==> src/rtl/imm_gen_pipe_pkg.sv <==
// Shared constants for the registered immediate generator: RV opcodes, format codes
// and the skid-buffer state encoding.
package imm_gen_pipe_pkg;

    localparam logic [6:0] OP_IMM = 7'b0010011;
    localparam logic [6:0] LOAD   = 7'b0000011;
    localparam logic [6:0] JALR   = 7'b1100111;
    localparam logic [6:0] SYSTEM = 7'b1110011;
    localparam logic [6:0] STORE  = 7'b0100011;
    localparam logic [6:0] BRANCH = 7'b1100011;
    localparam logic [6:0] LUI    = 7'b0110111;
    localparam logic [6:0] AUIPC  = 7'b0010111;
    localparam logic [6:0] JAL    = 7'b1101111;
    localparam logic [6:0] OP     = 7'b0110011;

    localparam logic [2:0] FMT_NONE = 3'd0;
    localparam logic [2:0] FMT_I    = 3'd1;
    localparam logic [2:0] FMT_S    = 3'd2;
    localparam logic [2:0] FMT_B    = 3'd3;
    localparam logic [2:0] FMT_U    = 3'd4;
    localparam logic [2:0] FMT_J    = 3'd5;
    localparam logic [2:0] FMT_SH   = 3'd6;

    typedef enum logic [1:0] {
        StEmpty,
        StOne,
        StTwo
    } buf_state_e;

endpackage

==> src/rtl/imm_decode.sv <==
// Pure combinational decoder: raw instruction -> extended immediate, format code and
// illegal flag.
module imm_decode
    import imm_gen_pipe_pkg::*;
#(
    parameter int unsigned XLEN = 32
) (
    input  logic [31:0]     instr_i,
    output logic [XLEN-1:0] imm_o,
    output logic [2:0]      fmt_o,
    output logic            illegal_o
);

    logic [31:0] imm32;
    logic        sext;
    logic [2:0]  funct3;

    assign funct3 = instr_i[14:12];

    always_comb begin
        imm32     = '0;
        sext      = 1'b0;
        fmt_o     = FMT_NONE;
        illegal_o = 1'b0;
        if (instr_i[1:0] != 2'b11) begin
            illegal_o = 1'b1;
        end else begin
            case (instr_i[6:0])
                OP_IMM: begin
                    if (funct3 == 3'b001 || funct3 == 3'b101) begin
                        fmt_o = FMT_SH;
                        if (XLEN == 64) imm32 = {26'b0, instr_i[25:20]};
                        else            imm32 = {27'b0, instr_i[24:20]};
                    end else begin
                        fmt_o = FMT_I;
                        sext  = 1'b1;
                        imm32 = {{20{instr_i[31]}}, instr_i[31:20]};
                    end
                end
                LOAD, JALR, SYSTEM: begin
                    fmt_o = FMT_I;
                    sext  = 1'b1;
                    imm32 = {{20{instr_i[31]}}, instr_i[31:20]};
                end
                STORE: begin
                    fmt_o = FMT_S;
                    sext  = 1'b1;
                    imm32 = {{20{instr_i[31]}}, instr_i[31:25], instr_i[11:7]};
                end
                BRANCH: begin
                    fmt_o = FMT_B;
                    sext  = 1'b1;
                    imm32 = {{19{instr_i[31]}}, instr_i[31], instr_i[7], instr_i[30:25],
                             instr_i[11:8], 1'b0};
                end
                LUI, AUIPC: begin
                    fmt_o = FMT_U;
                    sext  = 1'b1;
                    imm32 = {instr_i[31:12], 12'b0};
                end
                JAL: begin
                    fmt_o = FMT_J;
                    sext  = 1'b1;
                    imm32 = {{11{instr_i[31]}}, instr_i[31], instr_i[19:12], instr_i[20],
                             instr_i[30:21], 1'b0};
                end
                OP: begin
                    fmt_o = FMT_NONE;
                end
                default: begin
                    illegal_o = 1'b1;
                end
            endcase
        end
        // Upper bits above 32 only matter at XLEN=64; the low word overwrites the rest.
        imm_o       = {XLEN{sext & instr_i[31]}};
        imm_o[31:0] = imm32;
    end

endmodule

==> src/rtl/imm_gen_pipe.sv <==
// Registered immediate generator: decodes on accept into a 2-entry skid buffer so
// in_ready never depends combinationally on out_ready.
module imm_gen_pipe
    import imm_gen_pipe_pkg::*;
#(
    parameter int unsigned XLEN      = 32,
    parameter int unsigned TAG_WIDTH = 32
) (
    input  logic                 clk,
    input  logic                 rst_n,
    input  logic                 flush,
    input  logic                 in_valid,
    output logic                 in_ready,
    input  logic [31:0]          in_instr,
    input  logic [TAG_WIDTH-1:0] in_tag,
    output logic                 out_valid,
    input  logic                 out_ready,
    output logic [XLEN-1:0]      out_imm,
    output logic [2:0]           out_fmt,
    output logic                 out_illegal,
    output logic [TAG_WIDTH-1:0] out_tag,
    output logic [31:0]          out_instr
);

    logic [XLEN-1:0] dec_imm;
    logic [2:0]      dec_fmt;
    logic            dec_illegal;

    imm_decode #(
        .XLEN(XLEN)
    ) u_imm_decode (
        .instr_i  (in_instr),
        .imm_o    (dec_imm),
        .fmt_o    (dec_fmt),
        .illegal_o(dec_illegal)
    );

    buf_state_e state_q, state_d;

    logic [XLEN-1:0]      main_imm_q, main_imm_d, skid_imm_q, skid_imm_d;
    logic [2:0]           main_fmt_q, main_fmt_d, skid_fmt_q, skid_fmt_d;
    logic                 main_ill_q, main_ill_d, skid_ill_q, skid_ill_d;
    logic [TAG_WIDTH-1:0] main_tag_q, main_tag_d, skid_tag_q, skid_tag_d;
    logic [31:0]          main_instr_q, main_instr_d, skid_instr_q, skid_instr_d;

    logic accept, pop;
    logic load_main_in, load_main_skid, load_skid;

    assign in_ready  = (state_q != StTwo);
    assign out_valid = (state_q != StEmpty);
    assign accept    = in_valid & in_ready;
    assign pop       = out_valid & out_ready;

    always_comb begin
        state_d        = state_q;
        load_main_in   = 1'b0;
        load_main_skid = 1'b0;
        load_skid      = 1'b0;
        unique case (state_q)
            StEmpty: begin
                if (accept) begin
                    state_d      = StOne;
                    load_main_in = 1'b1;
                end
            end
            StOne: begin
                if (accept && pop) begin
                    load_main_in = 1'b1;
                end else if (accept) begin
                    state_d   = StTwo;
                    load_skid = 1'b1;
                end else if (pop) begin
                    state_d = StEmpty;
                end
            end
            StTwo: begin
                if (pop) begin
                    state_d        = StOne;
                    load_main_skid = 1'b1;
                end
            end
            default: state_d = StEmpty;
        endcase
        // Flush wins over any same-cycle accept or pop; dropped data is never loaded.
        if (flush) begin
            state_d        = StEmpty;
            load_main_in   = 1'b0;
            load_main_skid = 1'b0;
            load_skid      = 1'b0;
        end
    end

    always_comb begin
        main_imm_d   = main_imm_q;
        main_fmt_d   = main_fmt_q;
        main_ill_d   = main_ill_q;
        main_tag_d   = main_tag_q;
        main_instr_d = main_instr_q;
        skid_imm_d   = skid_imm_q;
        skid_fmt_d   = skid_fmt_q;
        skid_ill_d   = skid_ill_q;
        skid_tag_d   = skid_tag_q;
        skid_instr_d = skid_instr_q;
        if (load_main_in) begin
            main_imm_d   = dec_imm;
            main_fmt_d   = dec_fmt;
            main_ill_d   = dec_illegal;
            main_tag_d   = in_tag;
            main_instr_d = in_instr;
        end else if (load_main_skid) begin
            main_imm_d   = skid_imm_q;
            main_fmt_d   = skid_fmt_q;
            main_ill_d   = skid_ill_q;
            main_tag_d   = skid_tag_q;
            main_instr_d = skid_instr_q;
        end
        if (load_skid) begin
            skid_imm_d   = dec_imm;
            skid_fmt_d   = dec_fmt;
            skid_ill_d   = dec_illegal;
            skid_tag_d   = in_tag;
            skid_instr_d = in_instr;
        end
    end

    always_ff @(posedge clk or negedge rst_n) begin
        if (!rst_n) begin
            state_q      <= StEmpty;
            main_imm_q   <= '0;
            main_fmt_q   <= FMT_NONE;
            main_ill_q   <= 1'b0;
            main_tag_q   <= '0;
            main_instr_q <= '0;
            skid_imm_q   <= '0;
            skid_fmt_q   <= FMT_NONE;
            skid_ill_q   <= 1'b0;
            skid_tag_q   <= '0;
            skid_instr_q <= '0;
        end else begin
            state_q      <= state_d;
            main_imm_q   <= main_imm_d;
            main_fmt_q   <= main_fmt_d;
            main_ill_q   <= main_ill_d;
            main_tag_q   <= main_tag_d;
            main_instr_q <= main_instr_d;
            skid_imm_q   <= skid_imm_d;
            skid_fmt_q   <= skid_fmt_d;
            skid_ill_q   <= skid_ill_d;
            skid_tag_q   <= skid_tag_d;
            skid_instr_q <= skid_instr_d;
        end
    end

    assign out_imm     = main_imm_q;
    assign out_fmt     = main_fmt_q;
    assign out_illegal = main_ill_q;
    assign out_tag     = main_tag_q;
    assign out_instr   = main_instr_q;

endmodule

==> config.mk <==
export PLATFORM = sky130hd
export DESIGN_NAME = imm_gen_pipe
export DESIGN_NICKNAME = d
export VERILOG_FILES = /design/src/rtl/imm_gen_pipe_pkg.sv /design/src/rtl/imm_decode.sv /design/src/rtl/imm_gen_pipe.sv
export SDC_FILE = /design/constraint.sdc
export NUM_CORES = 1
export LEC_CHECK = 0
export BUFFER_PORTS_ARGS = -buffer_cell sky130_fd_sc_hd__buf_2
export CAP_MARGIN = 10
export CORE_ASPECT_RATIO = 1.1
export CORE_MARGIN = 5
export CORE_UTILIZATION = 56
export DETAILED_ROUTE_END_ITERATION = 10
export PLACE_DENSITY_LB_ADDON = 0.05
export SLEW_MARGIN = 5
export SYNTH_ARGS = -nofsm -noshare
export SYNTH_HDL_FRONTEND = slang
export SYNTH_SLANG_ARGS = --single-unit
export TNS_END_PERCENT = 100
==> constraint.sdc <==
create_clock -name clk -period 2 [get_ports clk]
set_clock_uncertainty 0.1 [all_clocks]
set_input_delay 0 -clock clk [delete_from_list [all_inputs] [get_ports clk]]
set_output_delay 0 -clock clk [all_outputs]
set_load 0.02 [all_outputs]
# Word-level counts from Yosys, hierarchy flattened
# Cells that the tools add are included.
dict set report totals {
  register_bits 202
  latch_bits 0
  ram_bits 0
  mem_bits_ro 0
  input_bits 69
  output_inout_bits 102
  wordCells 77
  memories 0
}
dict set report op_classes {
  addsub 0
  multipliers 0
  div 0
  magnitude_cmp 0
  eq_ne 20
  n_shift 0
  muxes 35
  bitwise_logic 2
  n_reduce_logical 9
}
# cell count
set op_table {}
lappend op_table {{32-bit two-way mux} 8}
lappend op_table {{32-bit one-hot mux with 6 select lines} 1}
lappend op_table {{7-bit == test (second input constant)} 4}
lappend op_table {{7-bit by 6-bit == test with 1-bit output (second input constant)} 3}
lappend op_table {{3-bit one-hot mux with 6 select lines} 1}
lappend op_table {{7-bit by 5-bit == test with 1-bit output (second input constant)} 2}
lappend op_table {{1-bit two-way mux} 13}
lappend op_table {{2-bit two-way mux} 6}
lappend op_table {{3-bit two-way mux} 4}
lappend op_table {{10-bit OR reduction} 1}
lappend op_table {{3-bit inequality test (second input constant)} 3}
lappend op_table {{7-bit by 2-bit == test with 1-bit output (second input constant)} 1}
lappend op_table {{2-bit one-hot mux with 3 select lines} 1}
lappend op_table {{2-bit inequality test (second input constant)} 2}
lappend op_table {{4-bit inequality test (second input constant)} 1}
lappend op_table {{4-bit AND reduction} 1}
lappend op_table {{2-bit nonzero test} 2}
lappend op_table {{3-bit by 1-bit == test with 1-bit output (second input constant)} 1}
lappend op_table {{3-bit == test (second input constant)} 1}
lappend op_table {{3-bit OR reduction} 1}
lappend op_table {{1-bit bitwise AND} 2}
lappend op_table {{2-bit by 1-bit == test with 1-bit output (second input constant)} 1}
lappend op_table {{2-bit == test (second input constant)} 1}
lappend op_table {{2-bit logical NOT} 1}
lappend op_table {{other kinds (4)} 4}

# Depth between registers and ports, before layout
dict set report logic_depth {
  ltp_word 7
  mapped_depth 7
  depth_no_buf 4
}

# By module
# A second synthesis with hierarchy kept.
dict set report hier_totals {
  hier_cells 661
  hier_area_um2 8891.0
}
# mod instances cells_each area_each_um2 seq_area_each_um2
set by_module_without_submodules {}
lappend by_module_without_submodules {imm_gen_pipe 1 560 8257.9 5054.8}
lappend by_module_without_submodules {imm_decode 1 101 633.1 0.0}

# Least setup slack after synthesis
# No wires, ideal clock.
dict set report synth_timing {
  path_kind {register -> register}
  start {reg state_q[1]}
  end {reg main_imm_q[19] (netlist: out_imm[19])}
  setup_time_ns 0.065
  t_arrival_ns 1.475
  setup_slack_ns 0.360
  path_stages_with_launch 6
  n_path_buf 1
  synth_period_minus_slack_ns 1.640
  cell_sequence {dfrtp_1 nor3b_2 nand2b_1 buf_4 nor4b_4 a211o_1}
}
dict set report synth_between {
  elab_chain_len 7
  elab_cells_between_ends 17
  cone_classes {3 x eq/ne; 8 x mux; 2 x bitwise; 4 x reduce/logical}
}
# element line_no
set synth_rtl {}
lappend synth_rtl {{from (decl)} imm_gen_pipe.sv:38} ;# buf_state_e state_q, state_d;
lappend synth_rtl {{from (signal assigned)} imm_gen_pipe.sv:128} ;# state_q <= StEmpty;
lappend synth_rtl {{from (signal assigned)} imm_gen_pipe.sv:140} ;# state_q <= state_d;
lappend synth_rtl {{2-bit inequality test / 2-bit nonzero test (equally long branches)} {imm_gen_pipe.sv:49, imm_gen_pipe.sv:50}}
lappend synth_rtl {{1-bit bitwise AND, on equally long branches} {imm_gen_pipe.sv:51, imm_gen_pipe.sv:52}}
lappend synth_rtl {{1-bit logical AND} imm_gen_pipe.sv:67} ;# if (accept && pop) begin
lappend synth_rtl {{1-bit two-way mux} imm_gen_pipe.sv:67}
lappend synth_rtl {{1-bit one-hot mux with 2 select lines} imm_gen_pipe.sv:59} ;# unique case (state_q)
lappend synth_rtl {{1-bit two-way mux} imm_gen_pipe.sv:85} ;# if (flush) begin
lappend synth_rtl {{32-bit two-way mux / 2-bit nonzero test (equally long branches)} n/a}
lappend synth_rtl {{to (signal assigned)} imm_gen_pipe.sv:141} ;# main_imm_q <= main_imm_d;
lappend synth_rtl {{to (decl)} imm_gen_pipe.sv:40} ;# logic [XLEN-1:0] main_imm_q, main_imm_d, skid_imm_q, skid_imm_d;
# Several ways; a longest one is shown, not always the timed one.
# A chain may end at the register's enable or synchronous reset.

# Worst setup path in the final report
dict set report layout_timing {
  start {reg state_q[1]}
  end {reg skid_imm_q[28]}
}
dict set report layout_between {
  elab_chain_len 6
  elab_cells_between_ends 10
  cone_classes {2 x eq/ne; 4 x mux; 2 x bitwise; 2 x reduce/logical}
}
# element line_no
set layout_rtl {}
lappend layout_rtl {{2-bit inequality test / 2-bit nonzero test (equally long branches)} {imm_gen_pipe.sv:49, imm_gen_pipe.sv:50}}
lappend layout_rtl {{1-bit bitwise AND, on equally long branches} {imm_gen_pipe.sv:51, imm_gen_pipe.sv:52}}
lappend layout_rtl {{1-bit two-way mux / 1-bit logical AND (equally long branches)} {imm_gen_pipe.sv:69, imm_gen_pipe.sv:67}}
lappend layout_rtl {{1-bit two-way mux} imm_gen_pipe.sv:67}
lappend layout_rtl {{1-bit two-way mux *} imm_gen_pipe.sv:59}
lappend layout_rtl {{1-bit two-way mux *} imm_gen_pipe.sv:85}
lappend layout_rtl {{to (signal assigned)} imm_gen_pipe.sv:146} ;# skid_imm_q <= skid_imm_d;
lappend layout_rtl {{to (decl)} imm_gen_pipe.sv:40}
# Every way passes the cells marked *; elsewhere a longest branch is shown, timed or not.

==> impl_metrics.yaml <==
run_status:
  status: "complete, no violations"
drt:
  dr.pass1.iters: 5
  wl_mm: 25.3
  drtIter0Drc: 685
  routed-via-count: 8142
  wl_per_cell_um: 17.6
  drc: 0
  detail-route-antenna-nets: 0
  via_per_inst: 5.64
pwr:
  clockPowerShare: 0.352
  swShare: 0.290
  internal_power_mw: 8.11
  p_leak_nw: 5.87
  power.switching_mw: 3.31
  fin_total_pwr_mw: 11.4
  power.density_mw_per_mm2: 977
  irDropWorstVdd_mv: 0.629
  seqPwrFrac: 0.459
  pwr-share-comb: 0.189
sta:
  tns_ps: 0
  setup_viol: 0
  finalHoldViolCount: 0
  fmax_mhz: 531
  slew_viol_final: 0
  fin_crit_sh: 0.942
  rsz0062_at_grt: "no"
  worstMarginPinSlew_ps: 664
  post-route-min-period_ps: 1880
  max_slew_margin: 0.556
yosys:
  synth_edf_count: 0
  yosysTopAreaCell: "dfrtp_1"
  ys_seq_area_frac: 0.559
  synthTopCellsByCount: "nand2_1, dfrtp_1, nor2_1"
  ys.warnings.count: 0
  syn_nets: 1073
  synth_top_area_frac: 0.559
  avgSynthCellArea_sq_um: 9.00
  ys_seq_elements: 202
  async_reset_ff_frac: 1.00
  synth.distinct_cells: 52
  synth_area_sq_mm: 0.00904
  syn_inst: 1004
  yosysMostFrequentCell: "nand2_1"
  yosys-top-cells-area: "dfrtp_1, nand2_1, a31oi_1"
  yosys_most_used_dff: "dfrtp_1"
clock_tree:
  path_clk_slew_ps: 60
  h-tree-depth: 1
  clock_latency_ps: 490
  cts-root-buf: "clkbuf_16"
  cts_tree: "built"
  numCtsBuffers: 22
  cts.sinks: 202
  cts_max_path_buffers: 3
worst_setup_path:
  r2r_start: "state_q[1]"
  required_ps: 2310
  cp.arrival_ps: 2190
  crit_chain: "nor3b_4, and2_2, nand2_1, o22ai_1"
  critical-path-max-stage-delay_ps: 410
  regToRegEndpoint: "skid_imm_q[28]"
  critPathCaptureType: "flop"
  slowest_stage: "dfrtp_1"
  reg2regPathDepth: 4
  path_class: "reg2reg"
  reg2reg_slack_ps: 120
  critPathMaxFanout: 13
  crit_path_start: "state_q[1]"
  critPathLaunchType: "flop"
worst_hold_path:
  holdPathStages: 4
  holdPathEnd: "skid_tag_q[24]"
  hp-class: "in2reg"
  min-delay-start: "in_tag[24]"
flow_run:
  cap_viol_max_count: 0
layout:
  drive_gt1_frac: 0.212
  area_delta_synth_final_pct: 29.3
  final_nets: 1302
  diodes: 0
floorplanning:
  start_util: 0.572
  chipWidth_um: 131
  rows: 48
  io_pins: 171
  die_height_um: 143
  core_sq_mm: 0.0158
  die-area_sq_mm: 0.0188
placement:
  gp_congestion: 0.822
  dp_hpwl_mm: 16.0
  port_buffers: 170
global_routing:
  grt-ovfl-total: 0
  grt_use_total: 0.268
  grt_pass1_vias: 8182
  grt_first_pass_wirelength_mm: 42.2
  grt_max_degree: 62
  antenna_found_initial: 0
[cell families (layout without fill, tap and decap cells)]
family	count (synthesis)	count (layout)	synth area share
AOI/OAI and AO/OA	181	181	0.137
xor gates and xnor gates	2	2	0.00194
buffers and inverters	80	319	0.0404
DFF	202	202	0.559
muxes	14	14	0.0155
and+or+nand+nor	525	526	0.246
[metrics by stage]
| step | util | setup WS [ps] | instances | cell area [sq um] | hold WS, ps |
|---|---|---|---|---|---|
| floorplan | - | 360 | 1004 | 9040 | -396 |
| global placement | 0.646 | 86.6 | 1336 | 10200 | -51.9 |
| detailed placement | 0.646 | -1.47 | 1336 | 10200 | -51.8 |
| CTS | 0.737 | 48.2 | 1443 | 11600 | 142 |
| global route | 0.740 | 21.2 | 1444 | 11700 | 163 |
| finish | 0.740 | 117 | 1444 | 11700 | 147 |
[what timing repair did]
| action | in CTS | in global routing |
|---|---|---|
| hold buffers | 72 | 0 |
| cloned | 0 | 1 |
| resized for setup | 1 | 5 |
| setup endpoints to repair | 10 | 34 |
| hold endpoints to repair | 398 | 0 |
| setup buffers | 0 | 0 |
[flip-flops by register name (all words and copies together), names as in the netlist, 2 cells and up]
register / flops
skid_fmt_q: 3
state_q: 2
out_instr: 32
skid_imm_q: 32
out_fmt: 3
out_imm: 32
out_tag: 32
skid_instr_q: 32
skid_tag_q: 32
[worst max-delay path by stage]
stage,to,slack (ps),cells past startpoint
finish,skid_imm_q[28],120,4
global route,out_tag[9],20,6
CTS,out_instr[26],50,4
detailed placement,out_imm[31],-1,4
global placement,out_imm[31],90,4
floorplan,out_imm[19],360,5
[power by group through the flow]
stage	logic (mW)	clock network, mW	registers (mW)
CTS	2.17	4.07	5.22
floorplan	0.873	0	5.62
global route	2.40	4.26	5.32
global placement	1.99	0	5.27
finish	2.16	4.02	5.24
detailed placement	2.04	0	5.28
[critical path, delay by kind of cell (launching register included)]
kind	cells	cell delay, ps
compound gates	1	290
flops	1	410
simple gates	3	990
[layout by cell type, fill, tap and decap left out, drive strengths merged, types with 2 or more instances in the layout]
master and count:
nand2 383, buf 205, dfrtp 202, nor2 77
dlygate4sd3 71, a31oi 68, a21oi 34, clkbuf 33
nand3 20, mux2i 14, o21ai 14, o221ai 12
a211oi 12, a211o 8, and3 8, a221o 8
nor3 8, o22ai 7, inv 6, a311oi 6
nand2b 6, nor2b 6, o211ai 5, a22oi 3
nand4bb 3, nor3b 3, or3 3, nor4b 2
or2 2, nand4b 2
[metal layers]
layer / up-vias / wire [um] / global-route usage / share of wire
met5: - / 0 / 0 / 0
met4: 0 / 531 / 0.0728 / 0.021
met3: 43 / 1760 / 0.0486 / 0.069
met2: 289 / 12100 / 0.437 / 0.48
met1: 3945 / 11000 / 0.375 / 0.43
li1: 3865 / - / - / -
[layout make-up]
class,instances,area (sq um)
tap,200,250
clock buffer,32,669
inverter,6,22.5
multi-input combinational,723,3690
fill,1173,4110
sequential,202,5060
clock inverter,3,42.5
timing repair buffer,278,1950
Note: power is estimated with default switching activity, not from simulation.
